`config.mk`:
```
export PLATFORM = sky130hd
export DESIGN_NAME = agg_seq_ctrl
export DESIGN_NICKNAME = d
export VERILOG_FILES = /design/src/rtl/agg_pkg.sv /design/src/rtl/agg_out_sat.sv /design/src/rtl/agg_seq_ctrl.sv
export SDC_FILE = /design/constraint.sdc
export NUM_CORES = 1
export LEC_CHECK = 0
export CAP_MARGIN = 20
export CORE_UTILIZATION = 50
export CTS_BUF_LIST = sky130_fd_sc_hd__clkbuf_4
export DETAILED_ROUTE_END_ITERATION = 6
export PLACE_DENSITY = 0.84
export SETUP_SLACK_MARGIN = 0.3
export SYNTH_ARGS = -nofsm -noshare
export SYNTH_HDL_FRONTEND = slang
export SYNTH_HIERARCHICAL = 1
export SYNTH_SLANG_ARGS = --single-unit
```
`constraint.sdc`:
```
create_clock -name clk -period 3.4 [get_ports clk]
set_input_delay 0.51 -clock clk [delete_from_list [all_inputs] [get_ports clk]]
set_output_delay 0.51 -clock clk [all_outputs]
set_load 0.02 [all_outputs]
```
`src/rtl/agg_pkg.sv`:
```
// agg_pkg: state encoding, accumulator sizing and saturation limits for the aggregation sequencer
package agg_pkg;
  typedef enum logic [1:0] {
    IDLE  = 2'd0,
    ACCUM = 2'd1,
    EMIT  = 2'd2
  } state_e;
  function automatic int acc_width(input int w, input int cnt_w);
    return w + cnt_w;
  endfunction
  function automatic int max_pos(input int w);
    return (1 << (w - 1)) - 1;
  endfunction
  function automatic int min_neg(input int w);
    return -(1 << (w - 1));
  endfunction
endpackage

```
`src/rtl/agg_out_sat.sv`:
```
// agg_out_sat: narrows the wide accumulator to W bits and derives the fire flag
// AGG_SAT_EN defined clamps to the signed W-bit range; otherwise the low W bits wrap.
module agg_out_sat
  import agg_pkg::*;
#(
  parameter int W     = 12,
  parameter int ACC_W = 20
) (
  input  logic [ACC_W-1:0] acc_i,
  output logic [W-1:0]     data_o,
  output logic             acted_o
);
`ifdef AGG_SAT_EN
  localparam logic signed [ACC_W-1:0] HI = ACC_W'(max_pos(W));
  localparam logic signed [ACC_W-1:0] LO = ACC_W'(min_neg(W));
  assign data_o = $signed(acc_i) > HI ? W'(max_pos(W)) :
                  $signed(acc_i) < LO ? W'(min_neg(W)) : acc_i[W-1:0];
`else
  logic unused_hi;
  assign unused_hi = ^acc_i[ACC_W-1:W];
  assign data_o    = acc_i[W-1:0];
`endif
  assign acted_o = ~data_o[W-1];
endmodule

```
`src/rtl/agg_seq_ctrl.sv`:
```
// agg_seq_ctrl: sums num_in signed products per neuron and emits num_neur results per layer
// Output narrowing lives in agg_out_sat (AGG_SAT_EN selects clamp vs wrap).
module agg_seq_ctrl
  import agg_pkg::*;
#(
  parameter int W     = 12,
  parameter int CNT_W = 8
) (
  input  logic             clk,
  input  logic             rst,
  input  logic             start,
  input  logic [CNT_W-1:0] num_in,
  input  logic [CNT_W-1:0] num_neur,
  input  logic             in_valid,
  output logic             in_ready,
  input  logic [W-1:0]     in_data,
  output logic             out_valid,
  input  logic             out_ready,
  output logic [W-1:0]     out_data,
  output logic             out_acted,
  output logic [CNT_W-1:0] out_idx,
  output logic             busy,
  output logic             done
);
  localparam int ACC_W = acc_width(W, CNT_W);
  state_e state_q, state_d;
  logic [ACC_W-1:0] acc_q, acc_d, acc_sum;
  logic [CNT_W-1:0] in_cnt_q, in_cnt_d, num_in_q, num_in_d, num_neur_q, num_neur_d, idx_q, idx_d;
  logic [W-1:0] data_q, data_d, sat_data;
  logic acted_q, acted_d, done_q, done_d, sat_acted;
  assign acc_sum = acc_q + {{CNT_W{in_data[W-1]}}, in_data};
  agg_out_sat #(.W(W), .ACC_W(ACC_W)) u_sat (
    .acc_i  (acc_sum),
    .data_o (sat_data),
    .acted_o(sat_acted)
  );
  always_ff @(posedge clk or posedge rst) begin
    if (rst) begin
      state_q    <= IDLE;
      acc_q      <= '0;
      in_cnt_q   <= '0;
      num_in_q   <= '0;
      num_neur_q <= '0;
      idx_q      <= '0;
      data_q     <= '0;
      acted_q    <= 1'b0;
      done_q     <= 1'b0;
    end else begin
      state_q    <= state_d;
      acc_q      <= acc_d;
      in_cnt_q   <= in_cnt_d;
      num_in_q   <= num_in_d;
      num_neur_q <= num_neur_d;
      idx_q      <= idx_d;
      data_q     <= data_d;
      acted_q    <= acted_d;
      done_q     <= done_d;
    end
  end
  always_comb begin
    state_d    = state_q;
    acc_d      = acc_q;
    in_cnt_d   = in_cnt_q;
    num_in_d   = num_in_q;
    num_neur_d = num_neur_q;
    idx_d      = idx_q;
    data_d     = data_q;
    acted_d    = acted_q;
    done_d     = 1'b0;
    case (state_q)
      IDLE: if (start) begin
        if (num_in != '0 && num_neur != '0) begin
          state_d    = ACCUM;
          num_in_d   = num_in;
          num_neur_d = num_neur;
          acc_d      = '0;
          in_cnt_d   = '0;
          idx_d      = '0;
        end else done_d = 1'b1;
      end
      ACCUM: if (in_valid) begin
        acc_d    = acc_sum;
        in_cnt_d = in_cnt_q + 1'b1;
        if (in_cnt_q == num_in_q - 1'b1) begin
          state_d = EMIT;
          data_d  = sat_data;
          acted_d = sat_acted;
        end
      end
      EMIT: if (out_ready) begin
        if (idx_q == num_neur_q - 1'b1) begin
          state_d = IDLE;
          done_d  = 1'b1;
        end else begin
          state_d  = ACCUM;
          idx_d    = idx_q + 1'b1;
          acc_d    = '0;
          in_cnt_d = '0;
        end
      end
      default: state_d = IDLE;
    endcase
  end
  assign in_ready  = state_q == ACCUM;
  assign out_valid = state_q == EMIT;
  assign busy      = state_q != IDLE;
  assign out_data  = data_q;
  assign out_acted = acted_q;
  assign out_idx   = idx_q;
  assign done      = done_q;
endmodule

```
# Word level (Yosys, flattened, before mapping)
# Cells that the tools add are included.
totals:
  romBits: 0
  ff_bits: 68
  latch_bits: 0
  wordCells: 64
  out_inout_bits: 25
  inputBits: 33
  ramBits: 0
  mem_count: 0
op_classes:
  n_shift: 0
  add_sub_neg: 5
  n_reduce_logical: 12
  n_lt_le_gt_ge: 0
  bitwise: 1
  div: 0
  n_mul: 0
  eq_ne: 10
  mux: 27
ops:
  columns: ["operator", "count"]
  rows:
  - ["2-to-1 mux 20 bit", 5]
  - ["one-hot mux 20 bit (3 select lines)", 1]
  - ["2-to-1 mux 8 bit", 7]
  - ["one-hot mux 8 bit (3 select lines)", 1]
  - ["adder 20 bit", 1]
  - ["adder 8 x 1 -> 8 bit (second input constant)", 2]
  - ["== test 8 bit", 2]
  - ["one-hot mux 8 bit (2 select lines)", 1]
  - ["nonzero test 8 bit", 2]
  - ["subtractor 8 x 1 -> 8 bit (second input constant)", 2]
  - ["2-to-1 mux 2 bit", 5]
  - ["AND reduction 5 bit", 2]
  - ["inequality test 2 bit (second input constant)", 4]
  - ["one-hot mux 2 bit (3 select lines)", 1]
  - ["AND reduction 3 bit", 2]
  - ["AND reduction 6 bit", 1]
  - ["2-to-1 mux 1 bit", 5]
  - ["inequality test 2 x 1 -> 1 bit (second input constant)", 2]
  - ["nonzero test 2 bit", 2]
  - ["nonzero test 3 bit", 1]
  - ["== test 2 x 1 -> 1 bit (second input constant)", 1]
  - ["== test 2 bit (second input constant)", 1]
  - ["logical NOT 2 bit", 1]
  - ["one-hot mux 1 bit (2 select lines)", 1]
  - ["other kinds (2)", 2]

# Depth between registers and ports, before layout
depth:
  depth_word: 5
  mapped_depth: 11

# By module
# The synthesis kept the hierarchy.
by_module_without_submodules:
  columns: ["module", "area_each_um2", "seq_area_each_um2", "instances", "cells_each"]
  rows:
  - ["agg_seq_ctrl", 4424.2, 1701.6, 1, 455]
  - ["agg_out_sat", 93.8, 0.0, 1, 13]

# Worst setup path before layout
# OpenSTA, ideal clock, no wires.
synth_path:
  path_type: "in2reg"
  startpoint: "input port in_data[11]"
  endpoint: "register acc_q[17]"
  required_time_ns: 3.274
  slack_ns: 0.778
  cell_stages: 8
  arrival_time_ns: 2.496
  setup_ns: 0.126
  path_buffers: 1
  cell_sequence: "ha_1 > clkbuf_1 > a21o_1 > a221oi_1 > o21ai_0 > a221o_1 > a31o_2 > a221o_1"
synth_via:
  elab_chain_cells: 3
synth_rtl:
  columns: ["element", "line_no", "rtl"]
  rows:
  - ["start: declaration", "agg_seq_ctrl.sv:16", "input logic [W-1:0] in_data,"]
  - ["adder 20 bit", "agg_seq_ctrl.sv:31", "assign acc_sum = acc_q + {{CNT_W{in_data[W-1]}}, in_data};"]
  - ["2-to-1 mux 20 bit", "agg_seq_ctrl.sv:81", "ACCUM: if (in_valid) begin"]
  - ["one-hot mux 20 bit (3 select lines)", "agg_seq_ctrl.sv:70", "case (state_q)"]
  - ["end signal: assignment", "agg_seq_ctrl.sv:40", "acc_q <= '0;"]
  - ["end signal: assignment", "agg_seq_ctrl.sv:50", "acc_q <= acc_d;"]
  - ["end: declaration", "agg_seq_ctrl.sv:27", "logic [ACC_W-1:0] acc_q, acc_d, acc_sum;"]
# No other way between the ends. The select of a mux whose other input is x is not followed.
# A chain may end at the register's enable or synchronous reset.

==> flow_summary.toml <==
[status]
status = "complete, no violations"

[place]
gp_congestion = 0.841
dp.final_hpwl_mm = 6.30
pre_cts_slack_ns = 0.193
dpl-instance-area_um2 = 4260
dp.cells = 505
portBuffers = 57

[worst_setup_path]
crit_end = "num_in_q[4]"
cp_top_family = "simple AND/OR/NAND/NOR gates"
max_stage_delay_ns = 0.68
worstSetupPathType = "register to register"
slowest_stage = "nor3_4"
rr_worst_depth = 9
arrival_ns = 3.23
path_depth = 9
start_kind = "register"
worst-endpoint-required_ns = 3.69
rrSetupSlack_ns = 0.46
cp_cell_sequence = "inv_1 > ha_1 > xnor2_1 > a221o_1 > a222oi_1 > buf_4 > a21o_2 > nor3_4 > mux2_2"
crit_path_max_fanout = 20
endpoint_kind = "register"
reg2reg_to = "num_in_q[4]"
timing.rr.start = "num_neur_q[0]"
critPathBufInv = 2
critPathLaunch = "num_neur_q[0]"

[flow_run]
cap_violations = 0

[routing]
ant_nets = 0
first_iter_violations = 171
drc = 0
finalWirelength_mm = 8.48
drt_pass1_iterations = 5
viasPerCell = 5.89
routedWlPerCell_um = 16.2
dr_total_vias = 3077

[power_and_ir_drop]
power_mw = 3.40
peakVddDrop_mv = 0.352
leakage_nw = 1.92
power_density_nw_per_um2 = 769

[finish]
final_cell_mix = "dfrtp_1, clkdlybuf4s50_1, o21ai_0"
fill_cells = 555
syn_to_final_growth_pct = 20.5
diodes = 0
register_area_um2 = 1500
multiInputGateArea_um2 = 1960
final_cell_area_um2 = 4430
fin_util_pct = 63.8
drive_gt1_share_pct = 13.4
finalNonFillerCells = 522
final_common_cell = "dfrtp_1"
nets = 472

[clock_tree]
cts_tree = "done"
numCtsBuffers = 9
clk_path_buf_depth = 2
cts.sinks = 60
cts_htree_levels = 3
root_buffer = "clkbuf_4"
insertion_delay_ns = 0.41
postCtsHoldBufs = 0
clk_pin_slew_ns = 0.11

[sta]
maxSlewViolCount = 0
grt_setup_unrepaired = "no"
finalHoldViolations = 0
setup_tns_ns = 0
hold_slack_ns = 0.455
finClkSkew_ns = 0.0237
fin_crit_sh_pct = 86.5
worst_slack_ns = 0.458
clock.fmax_ghz = 0.340
relSlewSlack_pct = 48.3
period_minus_slack_ns = 2.94
tightest_slew_ns = 0.774
finalSetupViolCount = 0

[yosys]
yosysWarnings = 6
syn_area_um2 = 3680
syn_nets = 420
avgSynthCellArea_um2 = 9.94
synthCells = 370

[global_route]
grt_antenna_before_repair = 0
overflow = 0
grt_usage_pct = 23.5
grt_max_degree = 26
grt_pass1_wl_mm = 13.8
grt_pass1_vias = 2961

[min_path]
min_path_type = "input port to asynchronous set/reset pin"

[floorplan]
core-area_um2 = 6940
start_util_pct = 52.9
num_rows = 30
ios = 58
die_w_um = 87.7
die_height_um = 87.7
die_area_um2 = 7700
[worst reg2reg max path, cell delays in order, from the launching register on]
cell      delay (ns)
dfrtp_1         0.44
inv_1           0.09
ha_1            0.29
xnor2_1         0.20
a221o_1         0.16
a222oi_1        0.09
buf_4           0.15
a21o_2          0.31
nor3_4          0.68
mux2_2          0.41
[power by group]
group	internal (mW)	switching (mW)	leakage (nW)
Combinational	0.820	0.817	1.07
Sequential	0.957	0.249	0.774
Clock	0.300	0.261	0.0839
[layout make-up]
type                    instances  share of cell area [%]
well taps                      96                    2.71
repair buffers                 66                    14.4
clock inverters                 5                    1.75
multi-input cells             270                    44.3
clock buffers                  10                    1.69
inverters                      15                    1.27
flip-flops and latches         60                    33.9
[how the worst min path moves through the flow]
stage / startpoint / to / slack [ns] / depth (start not counted)
after floorplan: in_cnt_q[7] / in_cnt_q[7] / 0.47 / 1
after global placement: acc_q[7] / acc_q[7] / 0.48 / 1
after detailed placement: acc_q[11] / acc_q[11] / 0.49 / 1
after CTS: rst / out_data[11] / 0.46 / 2
after global routing: rst / out_data[11] / 0.50 / 2
final: rst / out_idx[2] / 0.46 / 2
[flip-flops by register name (all words and copies together) (netlist names)]
register,flops
acc_q,12
out_data,12
in_cnt_q,8
num_in_q,8
num_neur_q,8
out_idx,8
state_q,2
done,1
out_acted,1
[what timing repair did]
action / CTS / global route
setup buffers: 0 / 2
pin swaps: 0 / 1
resized for setup: 1 / 0
setup endpoints to repair: 11 / 33
[routing by layer]
| metal | share of wire [%] | track usage [%] | vias to the layer above |
|---|---|---|---|
| li1 | - | - | 1452 |
| met5 | 0 | 0 | - |
| met4 | 2.1 | 10.6 | 0 |
| met1 | 43 | 29.9 | 1504 |
| met3 | 5.6 | 4.24 | 19 |
| met2 | 49 | 39.0 | 102 |
No activity file was read; power rests on OpenSTA's default activity.
